## src/rtl/reg_dump_scanner_if.sv

```systemverilog
// Bus between the register-dump scanner and its environment: control inputs,
// the CPU debug read port (reg_sel -> reg_data) and the {index, data} record stream.
interface reg_dump_scanner_if #(
    parameter int unsigned IDX_W  = 5,
    parameter int unsigned DATA_W = 32
);
    logic              start;
    logic              abort;
    logic [IDX_W-1:0]  reg_sel;
    logic [DATA_W-1:0] reg_data;
    logic              out_valid;
    logic              out_ready;
    logic [IDX_W-1:0]  out_idx;
    logic [DATA_W-1:0] out_data;
    logic              busy;
    logic              done;
    logic [DATA_W-1:0] signature;

    // Scanner side
    modport master (
        input  start, abort, reg_data, out_ready,
        output reg_sel, out_valid, out_idx, out_data, busy, done, signature
    );

    // Environment side: CPU debug port, controller and record consumer
    modport slave (
        output start, abort, reg_data, out_ready,
        input  reg_sel, out_valid, out_idx, out_data, busy, done, signature
    );
endinterface

```

## src/rtl/reg_dump_scanner.sv

```systemverilog
// Walks the CPU debug register-read port over the whole register file and emits
// one {index, data} record per register on a valid/ready stream, while folding
// every emitted word into an XOR signature.
module reg_dump_scanner #(
    parameter int unsigned NUM_REGS  = 32,
    parameter int unsigned IDX_W     = 5,
    parameter int unsigned DATA_W    = 32,
    parameter int unsigned SETTLE    = 1,
    parameter bit          SKIP_ZERO = 1'b0
) (
    input  logic               clk,
    input  logic               rst,
    reg_dump_scanner_if.master bus
);

    localparam int unsigned     CNT_W      = $clog2(SETTLE + 1);
    localparam logic [IDX_W-1:0] FIRST_IDX = IDX_W'(SKIP_ZERO);
    localparam logic [IDX_W-1:0] LAST_IDX  = IDX_W'(NUM_REGS - 1);
    localparam logic [CNT_W-1:0] SETTLE_CNT = CNT_W'(SETTLE);

    typedef enum logic [2:0] {
        S_IDLE,
        S_SEL,
        S_WAIT,
        S_SEND,
        S_FIN
    } state_t;

    state_t            state_q,     state_n;
    logic [IDX_W-1:0]  idx_q,       idx_n;
    logic [CNT_W-1:0]  cnt_q,       cnt_n;
    logic [IDX_W-1:0]  reg_sel_q,   reg_sel_n;
    logic              out_valid_q, out_valid_n;
    logic [IDX_W-1:0]  out_idx_q,   out_idx_n;
    logic [DATA_W-1:0] out_data_q,  out_data_n;
    logic              busy_q,      busy_n;
    logic              done_q,      done_n;
    logic [DATA_W-1:0] sig_q,       sig_n;

    // State and registered outputs
    always_ff @(posedge clk or posedge rst) begin
        if (rst) begin
            state_q     <= S_IDLE;
            idx_q       <= '0;
            cnt_q       <= '0;
            reg_sel_q   <= '0;
            out_valid_q <= 1'b0;
            out_idx_q   <= '0;
            out_data_q  <= '0;
            busy_q      <= 1'b0;
            done_q      <= 1'b0;
            sig_q       <= '0;
        end else begin
            state_q     <= state_n;
            idx_q       <= idx_n;
            cnt_q       <= cnt_n;
            reg_sel_q   <= reg_sel_n;
            out_valid_q <= out_valid_n;
            out_idx_q   <= out_idx_n;
            out_data_q  <= out_data_n;
            busy_q      <= busy_n;
            done_q      <= done_n;
            sig_q       <= sig_n;
        end
    end

    // Next-state and next-output logic; abort overrides everything outside IDLE
    always_comb begin
        state_n     = state_q;
        idx_n       = idx_q;
        cnt_n       = cnt_q;
        reg_sel_n   = reg_sel_q;
        out_valid_n = out_valid_q;
        out_idx_n   = out_idx_q;
        out_data_n  = out_data_q;
        busy_n      = busy_q;
        done_n      = 1'b0;
        sig_n       = sig_q;

        case (state_q)
            S_IDLE: begin
                if (bus.start) begin
                    state_n = S_SEL;
                    idx_n   = FIRST_IDX;
                    sig_n   = '0;
                    busy_n  = 1'b1;
                end
            end
            S_SEL: begin
                reg_sel_n = idx_q;
                cnt_n     = SETTLE_CNT;
                state_n   = S_WAIT;
            end
            S_WAIT: begin
                cnt_n = cnt_q - CNT_W'(1);
                if (cnt_n == '0) begin
                    out_data_n  = bus.reg_data;
                    out_idx_n   = idx_q;
                    sig_n       = sig_q ^ bus.reg_data;
                    out_valid_n = 1'b1;
                    state_n     = S_SEND;
                end
            end
            S_SEND: begin
                if (bus.out_ready) begin
                    out_valid_n = 1'b0;
                    if (idx_q == LAST_IDX) begin
                        state_n = S_FIN;
                    end else begin
                        idx_n   = idx_q + IDX_W'(1);
                        state_n = S_SEL;
                    end
                end
            end
            S_FIN: begin
                done_n  = 1'b1;
                busy_n  = 1'b0;
                state_n = S_IDLE;
            end
            default: begin
                state_n = S_IDLE;
            end
        endcase

        // Abort keeps only what was already emitted (signature, last record)
        if (bus.abort && (state_q != S_IDLE)) begin
            state_n     = S_IDLE;
            idx_n       = idx_q;
            out_valid_n = 1'b0;
            out_idx_n   = out_idx_q;
            out_data_n  = out_data_q;
            busy_n      = 1'b0;
            done_n      = 1'b0;
            sig_n       = sig_q;
        end
    end

    assign bus.reg_sel   = reg_sel_q;
    assign bus.out_valid = out_valid_q;
    assign bus.out_idx   = out_idx_q;
    assign bus.out_data  = out_data_q;
    assign bus.busy      = busy_q;
    assign bus.done      = done_q;
    assign bus.signature = sig_q;

endmodule

```

## src/flat_wrapper.sv

```systemverilog
// flat-port wrapper written by rule: the top's interface ports become plain ports
module reg_dump_scanner_flat 
#(
    parameter int unsigned NUM_REGS  = 32,
    parameter int unsigned IDX_W     = 5,
    parameter int unsigned DATA_W    = 32,
    parameter int unsigned SETTLE    = 1,
    parameter bit          SKIP_ZERO = 1'b0
)
  (clk, rst, bus_start, bus_abort, bus_reg_data, bus_out_ready, bus_reg_sel, bus_out_valid, bus_out_idx, bus_out_data, bus_busy, bus_done, bus_signature);
  reg_dump_scanner_if #(.IDX_W(IDX_W), .DATA_W(DATA_W)) bus_i ();
  input  logic clk;
  input  logic rst;
  input wire logic [$bits(bus_i.start)-1:0] bus_start;
  input wire logic [$bits(bus_i.abort)-1:0] bus_abort;
  input wire logic [$bits(bus_i.reg_data)-1:0] bus_reg_data;
  input wire logic [$bits(bus_i.out_ready)-1:0] bus_out_ready;
  output wire logic [$bits(bus_i.reg_sel)-1:0] bus_reg_sel;
  output wire logic [$bits(bus_i.out_valid)-1:0] bus_out_valid;
  output wire logic [$bits(bus_i.out_idx)-1:0] bus_out_idx;
  output wire logic [$bits(bus_i.out_data)-1:0] bus_out_data;
  output wire logic [$bits(bus_i.busy)-1:0] bus_busy;
  output wire logic [$bits(bus_i.done)-1:0] bus_done;
  output wire logic [$bits(bus_i.signature)-1:0] bus_signature;
  assign bus_i.start = bus_start;
  assign bus_i.abort = bus_abort;
  assign bus_i.reg_data = bus_reg_data;
  assign bus_i.out_ready = bus_out_ready;
  assign bus_reg_sel = bus_i.reg_sel;
  assign bus_out_valid = bus_i.out_valid;
  assign bus_out_idx = bus_i.out_idx;
  assign bus_out_data = bus_i.out_data;
  assign bus_busy = bus_i.busy;
  assign bus_done = bus_i.done;
  assign bus_signature = bus_i.signature;
  reg_dump_scanner #(.NUM_REGS(NUM_REGS), .IDX_W(IDX_W), .DATA_W(DATA_W), .SETTLE(SETTLE), .SKIP_ZERO(SKIP_ZERO)) u_core (.clk(clk), .rst(rst), .bus(bus_i));
endmodule
```

## config.mk

```make
export PLATFORM = sky130hd
export DESIGN_NAME = reg_dump_scanner_flat
export DESIGN_NICKNAME = d
export VERILOG_FILES = /design/src/rtl/reg_dump_scanner_if.sv /design/src/rtl/reg_dump_scanner.sv /design/src/flat_wrapper.sv
export SDC_FILE = /design/constraint.sdc
export NUM_CORES = 1
export LEC_CHECK = 0
export BUFFER_PORTS_ARGS = -buffer_cell sky130_fd_sc_hd__buf_2
export CAP_MARGIN = 20
export CORE_ASPECT_RATIO = 0.75
export CORE_MARGIN = 3
export CORE_UTILIZATION = 30
export DETAILED_ROUTE_END_ITERATION = 10
export PLACE_DENSITY = 0.53
export SYNTH_ARGS = -nofsm -noshare
export SYNTH_HDL_FRONTEND = slang
export SYNTH_SLANG_ARGS = --single-unit
```

## constraint.sdc

```tcl
create_clock -name clk -period 2.6 [get_ports clk]
set_input_delay 0.39 -clock clk [delete_from_list [all_inputs] [get_ports clk]]
set_output_delay 0.39 -clock clk [all_outputs]
set_load 0.01 [all_outputs]
```

# Word level (Yosys, flattened, before mapping)
# Index checks and enable logic that the tools add are counted.
[word_totals] reg_bits=86
[classes] bitwise_logic=3 mux=23 n_eq_ne=12 n_reduce_logical=14 add_sub_neg=2
[ops] op="$mux 32" count=2
[ops] op="$pmux 32 s2" count=1
[ops] op="$xor 32x32->32" count=1
[ops] op="$mux 3" count=5
[ops] op="$mux 5" count=3
[ops] op="$pmux 3 s4" count=1
[ops] op="$pmux 5 s2" count=1
[ops] op="$reduce_and 3->1" count=3
[ops] op="$reduce_bool 3->1" count=3
[ops] op="$ne 2x2->1 const B" count=4
[ops] op="$mux 1" count=7
[ops] op="$eq 3x2->1 const B" count=2
[ops] op="$ne 3x2->1 const B" count=2
[ops] op="$pmux 1 s2" count=3
[ops] op="$reduce_bool 2->1" count=3
[ops] op="$add 5x1->5 const B" count=1
[ops] op="$eq 5x5->1 const B" count=1
[ops] op="$reduce_and 5->1" count=1
[ops] op="$reduce_and 4->1" count=1
[ops] op="$eq 3x1->1 const B" count=1
[ops] op="$eq 3x3->1 const B" count=1
[ops] op="$logic_not 3->1" count=1
[ops] op="$ne 3x3->1 const B" count=1
[ops] op="$not 1->1" count=2
[ops] op="3 further kinds" count=3

# Longest topological paths before layout
# Gate-level depths: netlist (run 1).
[logic_depth] depth_word=5 ltp_mapped=6 mapped_depth_nobuf=6

# Worst setup path before layout (run 1)
# Ideal clock, no wire load.
[synth_timing] path_kind="register to register" start="register u_core.idx_q[0]" end="register u_core.idx_q[2]" n_path_buf=0 required_ns=2.469 slack_ns=0.653 path_stages_with_launch=7 synth_period_minus_slack_ns=1.947 arrival_ns=1.816 setup_ns=0.131 path_cell_list="dfrtp_1 > ha_1 > and3_1 > ha_1 > or4b_4 > o21ai_1 > a31oi_1"
[synth_via] elab_chain_cells=4 elab_cells_between_ends=7 cone_classes="1 x add/sub; 2 x eq/ne; 3 x mux; 1 x reduce/logical"
[synth_lines] element="start, declared" line_no="reg_dump_scanner.sv:30" source="logic [IDX_W-1:0] idx_q, idx_n;"
[synth_lines] element="start signal, assigned" line_no="reg_dump_scanner.sv:55" source="idx_q <= idx_n;"
[synth_lines] element="$add 5x1->5" line_no="reg_dump_scanner.sv:110" source="idx_n = idx_q + IDX_W'(1);"
[synth_lines] element="$mux 5" line_no="reg_dump_scanner.sv:107" source="if (idx_q == LAST_IDX) begin"
[synth_lines] element="$mux 5" line_no="reg_dump_scanner.sv:105" source="if (bus.out_ready) begin"
[synth_lines] element="$pmux 5 s2" line_no="reg_dump_scanner.sv:80" source="case (state_q)"
# Several ways; a longest one is shown, not always the timed one. The select of a mux whose other input is x is not followed.
# A chain may end at the register's enable or synchronous reset.

# Worst setup path in the final report (run 1)
# Ends and elaborated chain as after synthesis.

==> results of run 1 <==
-- final timing paths --
check,startpoint,end,slack (ps),cells past startpoint
max reg2reg,u_core.idx_q[0],u_core.idx_q[2],510,6
min in group clk,bus_out_ready,u_core.state_q[1],340,2
min reg2reg,u_core.bus.signature[15],u_core.bus.signature[15],460,1
min,rst,u_core.bus.out_data[12],170,3
max,u_core.idx_q[0],u_core.idx_q[2],510,6
max in group asynchronous,rst,u_core.cnt_q,2050,3
-- where the power goes --
part | internal (uW) | switching (uW)
clock network | 963 | 533
registers | 1780 | 296
logic | 739 | 820
total | 3480 | 1650
-- cell usage in the layout (no fill, tap or decap), types with 4 or more instances in the layout --
master,instances
a21bo_2,28
a21o_1,5
and3_1,6
buf_2,113
clkbuf_16,9
dfrtp_1,86
mux2_2,11
mux2i_1,32
nand2_1,36
nand2b_1,6
nand3_1,29
nor2_1,4
-- per-layer routing --
metal  up-vias  wire length, um  GRT usage [%]
met5         -                0              0
met4         0              163          5.321
met3        11              680          5.709
met2        98             4100          21.70
met1      1325             4157          18.40
li1       1285                -              -
-- area by class of cell --
cell class,count,share of cell area [%]
inverters,2,0.2352
clock inverters,6,2.274
flip-flops and latches,86,44.96
multi-input cells,194,30.19
well taps,162,4.234
repair buffers,118,13.12
clock buffers,10,4.992
-- worst reg2reg max path: cells and delay by family (launching register included) --
family	cells	cell delay (ps)
simple gates	2	760
flops	1	430
compound gates	2	320
fa+ha+maj	2	470
-- registers in the layout (all words and copies together), names as in the netlist --
register,flops
u_core.bus.busy,1
u_core.bus.done,1
u_core.bus.out_data,32
u_core.bus.out_idx,5
u_core.bus.out_valid,1
u_core.bus.reg_sel,5
u_core.bus.signature,32
u_core.cnt_q,1
u_core.idx_q,5
u_core.state_q,3
-- metrics by stage --
stage | total power [uW] | instances | utilization, % | hold slack [ps]
floorplan | 3008 | 299 | - | 474.3
global placement | 3660 | 562 | 37.54 | 458.8
detailed placement | 3697 | 562 | 37.54 | 461.1
CTS | 5220 | 578 | 40.48 | 189.2
global route | 5482 | 578 | 40.48 | 212.4
finish | 5127 | 578 | 40.48 | 165.6
-- logic make-up after synthesis --
| group | after synthesis |
|---|---|
| fa+ha+maj | 2 |
| compound gates | 53 |
| buf+inv | 19 |
| flops | 86 |
| simple gates | 96 |
| mux | 43 |
-- Yosys cell counts (2+ instances only) --
cell	number
and3_1	6
nand2b_1	6
buf_2	9
or4b_4	2
dfrtp_1	86
mux2i_1	32
mux2_2	11
ha_1	2
nor2_1	4
a21o_1	5
nor3b_2	2
clkbuf_1	3
a21oi_1	2
a21bo_2	28
inv_1	2
a31oi_1	3
buf_6	5
nand2_1	36
o211ai_1	3
o21ai_1	3
a21boi_0	3
nand3_1	29
nor2b_1	3
==> out/metrics.yaml, run 1 <==
status: "completed"
path_cells: "ha_1, and3_1, ha_1, or4b_4, o21ai_1, a31oi_1"
port-buffer-count: 113
worstSetupPathType: "reg2reg"
grt_usage_pct: 14.22
tightest_slew_ps: 482.4
synth_top_family_by_area: "simple AND/OR/NAND/NOR gates"
fin_crit_ps: 2091
vias_per_cell: 4.704
synth_top_area_cell: "dfrtp_1"
tritoncts: "yes"
max_freq_mhz: 478.2
cts.sinks: 86
synth_enable_flop_cells: 0
nNetsFinal: 450
dpl-instance-area_mm2: 0.004439
netlist_top_cells_area: "dfrtp_1 58%, mux2i_1 8.6%, a21bo_2 7.6%, nand3_1 3.9%, nand2_1 3.6%"
coreArea_mm2: 0.01183
place_ws_ps: 522.9
drt_iter0_drc: 121
hold_buffers: 0
cp_max_fo: 6
synth_simple_gate_area_share_pct: 13.55
vias: 2719
gp_congestion: 0.7654
die_x_um: 134.3
synth_cells: 299
drc: 0
stdcell_area_mm2: 0.004787
start_util_pct: 31.32
fin_tns_setup_ps: 0
avgSynthCellArea_um2: 12.39
synth_seq_cells: 86
crit_top_cell: "ha_1"
maxCapViolations: 0
grt_pass1_wl_um: 15080
path_buf_inv: 0
ys_seq_area_share_pct: 58.11
critical_path_required_ps: 2810
multi_input_comb_area_mm2: 0.001445
syn_area_mm2: 0.003704
routed_wl_um: 9101
dp_hpwl_um: 6201
wl_per_cell_um: 15.75
fp-row-count: 34
hold_viol: 0
synth_top_cell_area_share_pct: 58.11
postCtsSetupBuffers: 0
yosys_warnings: 0
worst_skew_pair.late_latency_ps: 340
clockBufferDepth: 2
power_density_mw_per_mm2: 1071
ctsHtreeMaxLevel: 3
setup_viol: 0
slowest_delay_ps: 570
root_buffer: "clkbuf_16"
critPathTopFamily: "simple AND/OR/NAND/NOR gates"
regArea_mm2: 0.002152
grt_overflow: 0
min_path_type: "in2async"
cts_buffers: 9
syn-num-nets: 338
fillerInstances: 1191
max_slew_margin_pct: 67.84
io_pins: 114
grt_setup_unrepaired: "no"
first_global_vias: 2840
cp.arrival_ps: 2310
layout-drive-gt1-share_pct: 43.99
crit_path_start_kind: "register"
drtAntennaViolNets: 0
fin_crit_sh_pct: 80.43
worst_slack_ps: 508.7
grt_max_degree: 87
muxShareOfSynthArea_pct: 11.99
drtPass1Iterations: 4
ir_drop_mv: 0.4756
synth_adder_area_share_pct: 0.6757
synth-compound-area-share_pct: 12.43
fin_skew_ps: 7.419
power.leakage_uw: 0.002669
n_antenna_cell: 0
synth-xor-area-share_pct: 0
ys_async_sr_fraction_pct: 100.0
path_clk_slew_ps: 60
endpoint_kind: "register"
dieArea_mm2: 0.01373
area_delta_synth_final_pct: 29.26
antenna_found_initial: 0
drv_slew: 0
synthFlopType: "dfrtp_1"
cts_resized: 0
critPathSlowestCell: "or4b_4"
ys_types: 37
dieHeight_um: 102.2
No activity file was read; power rests on OpenSTA's default activity.
==> run 2: changes to the inputs <==
--- a/config.mk
+++ b/config.mk
@@ -5,13 +5,14 @@
 export SDC_FILE = /design/constraint.sdc
 export NUM_CORES = 1
 export LEC_CHECK = 0
+export ABC_AREA = 1
 export BUFFER_PORTS_ARGS = -buffer_cell sky130_fd_sc_hd__buf_2
 export CAP_MARGIN = 20
 export CORE_ASPECT_RATIO = 0.75
 export CORE_MARGIN = 3
 export CORE_UTILIZATION = 30
 export DETAILED_ROUTE_END_ITERATION = 10
-export PLACE_DENSITY = 0.53
+export PLACE_DENSITY = 0.51
 export SYNTH_ARGS = -nofsm -noshare
 export SYNTH_HDL_FRONTEND = slang
 export SYNTH_SLANG_ARGS = --single-unit
==> constraint.sdc (replaced) <==
create_clock -name clk -period 2.19 [get_ports clk]
set_input_delay 0.3285 -clock clk [delete_from_list [all_inputs] [get_ports clk]]
set_output_delay 0.3285 -clock clk [all_outputs]
set_load 0.01 [all_outputs]
==> run 2 against run 1 <==
Net effect:
- non-clock buffer count is 5 higher
- clock power is 10% higher
- cell count is 30% higher
- fmax is 20% higher
- critical path type unchanged
- critical endpoint is now u_core.bus.out_valid
==> out/metrics.yaml, run 2 <==
status: "completed"
path_buf_inv: 2
critPathSlowestCell: "dfrtp_1"
coreArea_mm2: 0.01266
crit_top_cell: "nand2_1"
routed_wl_um: 10810
ys_seq_area_share_pct: 53.65
drtPass1Iterations: 5
fin_crit_sh_pct: 79.75
cp-endpoint: "u_core.bus.out_valid"
dp_hpwl_um: 7512
layout_common_cells: "164 x nand2_1, 113 x buf_2, 86 x dfrtp_1"
fin_tns_setup_ps: 0
tritoncts: "yes"
fp-row-count: 35
io_pins: 114
r2r-start: "u_core.state_q[0]"
clockBufferDepth: 2
postCtsSetupBuffers: 0
ir_drop_mv: 0.5491
cp_num_cells: 9
synth-compound-area-share_pct: 2.246
regArea_mm2: 0.002152
ctsHtreeMaxLevel: 3
grt_overflow: 0
cts.sinks: 86
maxCapViolations: 0
synth_adder_area_share_pct: 0.6238
dieHeight_um: 106.1
ys_types: 23
mostFrequentLayoutCell: "nand2_1"
worst_skew_pair.late_latency_ps: 340
slowest_delay_ps: 460
synthFlopType: "dfrtp_1"
hold_buffers: 0
yosys_warnings: 0
rr_endpoint: "u_core.bus.out_valid"
critPathTopFamily: "simple AND/OR/NAND/NOR gates"
worstSetupPathType: "reg2reg"
multi_input_comb_area_mm2: 0.001642
endpoint_kind: "register"
area_delta_synth_final_pct: 25.92
synth_enable_flop_cells: 0
vias_per_cell: 4.556
yosysMostFrequentCell: "nand2_1"
cp.arrival_ps: 2020
ys_async_sr_fraction_pct: 100.0
min_path_type: "in2async"
critical_path_required_ps: 2460
synth_top_cell_area_share_pct: 53.65
r2r_cells: 9
root_buffer: "clkbuf_16"
drv_slew: 0
cts_resized: 0
synthTopCellsByCount: "164 x nand2_1, 86 x dfrtp_1, 76 x nand3_1"
start_util_pct: 31.70
n_antenna_cell: 0
dieArea_mm2: 0.01481
die_x_um: 139.5
nNetsFinal: 620
drt_iter0_drc: 161
crit_path_start_kind: "register"
r2r_slack_ps: 440
path_clk_slew_ps: 70
drtAntennaViolNets: 0
cts_buffers: 9
grt_max_degree: 34
port-buffer-count: 113
drc: 0
dpl-instance-area_mm2: 0.004727
cp_max_fo: 27
vias: 3426
path_cells: "nor2_2, nand2_1, nand2_1, buf_4, buf_4, nand3_1, nand3_1, nand2_1, nand2_1"
setup_viol: 0
max_slew_margin_pct: 55.96
syn_area_mm2: 0.004011
tightest_slew_ps: 658.3
grt_pass1_wl_um: 17610
stdcell_area_mm2: 0.005051
synth_simple_gate_area_share_pct: 31.07
synth_seq_cells: 86
power_density_mw_per_mm2: 1458
synth-xor-area-share_pct: 6.987
wl_per_cell_um: 14.37
cp-startpoint: "u_core.state_q[0]"
avgSynthCellArea_um2: 8.499
place_inst: 736
gp_congestion: 0.7668
synth_top_family_by_area: "simple AND/OR/NAND/NOR gates"
muxShareOfSynthArea_pct: 0
fin_util_pct: 39.91
grt_setup_unrepaired: "no"
max_freq_mhz: 572.6
syn-num-nets: 511
layout.cells.non_filler: 752
fillerInstances: 1318
netlist_top_cells_area: "dfrtp_1 54%, nand2_1 15%, nand3_1 9.5%, xnor2_1 7.0%, nor2_1 4.1%"
power.leakage_uw: 0.002741
antenna_found_initial: 0
grt_usage_pct: 14.81
first_global_vias: 3344
fin_crit_ps: 1747
hold_viol: 0
synth_cells: 472
synth_top_area_cell: "dfrtp_1"
fin_skew_ps: 6.380
layout-drive-gt1-share_pct: 25.94
## run 2: worst min path at each step
stage	slack [ps]	to	cells after the start
final	60	u_core.bus.out_data[11]	2
after global routing	80	u_core.bus.out_data[11]	2
after CTS	60	u_core.bus.out_data[11]	2
after detailed placement	430	u_core.bus.signature[13]	2
after global placement	430	u_core.bus.out_idx[2]	2
after floorplan	400	u_core.bus.done	1
## run 2: routing by layer
metal,vias to the layer above,GRT usage (%),part of all wire [%]
met2,114,21.76,44
met4,0,3.841,0.78
met1,1585,20.75,47
met5,-,0,0
li1,1720,-,-
met3,7,5.306,8.1
## run 2: cell families (layout without fill, tap and decap cells)
logic type | after synthesis | in the layout
AOI/OAI and AO/OA | 16 | 16
DFF | 86 | 86
xor gates and xnor gates | 32 | 32
buffers and inverters | 40 | 154
and+or+nand+nor | 296 | 296
adders and majority gates | 2 | 2
## run 2: layout make-up
class | count | area share [%]
Clock inverter | 7 | 1.957
Clock buffer | 9 | 4.459
Multi-Input combinational cell | 346 | 32.50
Inverter | 15 | 1.189
Timing Repair Buffer | 123 | 13.18
Tap cell | 166 | 4.112
Sequential cell | 86 | 42.61
## run 2: metrics by stage
stage / total power [uW] / setup WS [ps] / hold slack, ps
finish: 7363 / 443.5 / 55.81
global route: 7951 / 271.8 / 79.57
CTS: 7498 / 449.0 / 56.96
detailed placement: 5796 / 464.3 / 430.8
global placement: 5744 / 513.8 / 430.5
floorplan: 4692 / 714.1 / 399.5
## run 2: power breakdown
group	switching (uW)	internal, uW	total (uW)
Sequential	496	2220	2710
Clock	650	1000	1650
Combinational	1850	1150	3000
Total	3000	4360	7360
==> run 3: changes to the inputs <==
--- a/config.mk
+++ b/config.mk
@@ -12,7 +12,7 @@
 export CORE_MARGIN = 3
 export CORE_UTILIZATION = 30
 export DETAILED_ROUTE_END_ITERATION = 10
-export PLACE_DENSITY = 0.51
+export PLACE_DENSITY = 0.53
 export SYNTH_ARGS = -nofsm -noshare
 export SYNTH_HDL_FRONTEND = slang
 export SYNTH_SLANG_ARGS = --single-unit
==> constraint.sdc (replaced) <==
create_clock -name clk -period 1.6 [get_ports clk]
set_input_delay 0.24 -clock clk [delete_from_list [all_inputs] [get_ports clk]]
set_output_delay 0.24 -clock clk [all_outputs]
set_load 0.01 [all_outputs]
==> run 3 against run 2 <==
Net effect:
- die area unchanged
- critical path depth down 1
- power increased by 38%
- sequential power rose by 36%
- global-route usage down 0.11 points
- utilization rose by 0.50 points
- sequential share of layout area down 0.53 points
- worst setup slack lost 400 ps
- clock-buffer cell count is 2 higher
- routed wire length up 1.1%
- largest power group unchanged
==> out/metrics.yaml, run 3 (synthesis gave the netlist of run 2 again) <==
status: "completed"
path_buf_inv: 1
endpoint_kind: "register"
start_util_pct: 31.70
root_buffer: "clkbuf_16"
internal_power_uw: 6009
crit_top_cell: "nand2_1"
worstSetupPathType: "reg2reg"
critPathSlowestCell: "dfrtp_1"
power_density_mw_per_mm2: 1982
maxCapViolations: 0
switching_share_pct: 40.74
max_slew_margin_pct: 67.83
setup_viol: 0
critPathTopFamily: "flip-flops"
seq_power_share_pct: 36.4
nNetsFinal: 627
drc: 0
slowest_delay_ps: 420
power.share.clock_pct: 20.3
grt_setup_unrepaired: "yes"
ir_drop_mv: 0.8506
fin_skew_ps: 8.850
path_cells: "ha_1, nand2_1, nor2_1, ha_2, a21oi_4, buf_4, nand3_1, nand2_1"
grt_overflow: 0
grt_max_degree: 87
n_antenna_cell: 0
io_pins: 114
fin_crit_sh_pct: 97.23
drt_iter0_drc: 135
comb_power_share_pct: 43.3
dieArea_mm2: 0.01481
cts.sinks: 86
path_clk_slew_ps: 60
hold_viol: 0
layout_common_cells: "164 x nand2_1, 113 x buf_2, 86 x dfrtp_1"
max_freq_mhz: 642.8
coreArea_mm2: 0.01266
place_ws_ps: -22.26
die_x_um: 139.5
worst_skew_pair.late_latency_ps: 340
grt_pass1_wl_um: 17510
power.leakage_uw: 0.002781
grt_usage_pct: 14.70
antenna_found_initial: 0
mostFrequentLayoutCell: "nand2_1"
cp.arrival_ps: 1830
drtPass1Iterations: 4
hold_buffers: 0
fin_util_pct: 40.42
tritoncts: "yes"
wl_per_cell_um: 14.40
tightest_slew_ps: 482.5
routed_wl_um: 10930
layout-drive-gt1-share_pct: 26.98
cts_buffers: 9
dieHeight_um: 106.1
first_global_vias: 3343
dp_hpwl_um: 7400
fin_crit_ps: 1556
min_path_type: "in2async"
cp_max_fo: 4
worst_slack_ps: 44.30
gp_congestion: 0.7574
critical_path_required_ps: 1870
clockBufferDepth: 2
fp-row-count: 35
vias: 3472
p_switching_uw: 4131
drtAntennaViolNets: 0
drv_slew: 0
port-buffer-count: 113
ctsHtreeMaxLevel: 3
fin_tns_setup_ps: 0
total_power_uw: 10140
crit_path_start_kind: "register"
vias_per_cell: 4.574
area_delta_synth_final_pct: 27.51
hold_slack_ps: 34.66
run 3: changes by cell type in the layout (fill, tap and decap cells not counted), sizes merged:
cell / previous run / this run
buf: 123 / 130
clkinvlp: 5 / 2
clkbuf: 9 / 11
clkinv: 1 / 3
bufinv: 2 / 1
run 3: final timing paths:
kind	endpoint	start	slack (ps)	cells past startpoint
setup / recovery	u_core.idx_q[3]	u_core.idx_q[1]	40	8
max in group asynchronous	u_core.bus.signature[26]	rst	1180	3
hold reg to reg	u_core.bus.out_data[29]	u_core.bus.out_data[29]	470	2
hold / removal	u_core.bus.signature[13]	rst	30	3
setup reg to reg	u_core.idx_q[3]	u_core.idx_q[1]	40	8
min in group clk	u_core.bus.done	bus_abort	100	2
run 3: worst register-to-register path: stages, from the launching register on:
cell     delay (ps)
dfrtp_1         420
ha_1            220
nand2_1          90
nor2_1           50
ha_2            200
a21oi_4         200
buf_4           150
nand3_1          80
nand2_1          70
run 3: timing repair:
item	4_1_cts	5_1_grt
gates resized for setup	1	2
buffers inserted	0	2
pin swaps	0	2
setup endpoints to repair	5	6
run 3: per-stage QoR:
| step | std cells | instance area, um^2 |
|---|---|---|
| after floorplan | 472 | 4015 |
| after global placement | 741 | 4795 |
| after detailed placement | 741 | 4795 |
| after CTS | 757 | 5095 |
| after global routing | 759 | 5115 |
| final | 759 | 5115 |
run 3: per-layer routing:
metal  wire, um  vias to the layer above  GRT usage (%)
li1           -                     1725              -
met1       5173                     1641          19.85
met2       5040                       98          22.69
met3        649                        8          5.441
met4         66                        0          3.073
met5          0                        -              0
run 3: layout make-up:
cell class,instances,area [um^2]
Clock buffer,11,232.7
Inverter,15,60.06
Sequential cell,86,2152
Tap cell,166,207.7
Clock inverter,5,60.06
Fill cell,1316,7541
Timing Repair Buffer,130,743.2
Multi-Input combinational cell,346,1659
run 3: power by group through the flow:
stage	Sequential, uW	Combinational, uW	Clock [uW]
after floorplan	4030	2390	0
after global placement	3680	4360	0
after detailed placement	3720	4430	0
after CTS	3700	4450	2130
after global routing	3820	4900	2230
final	3690	4390	2060
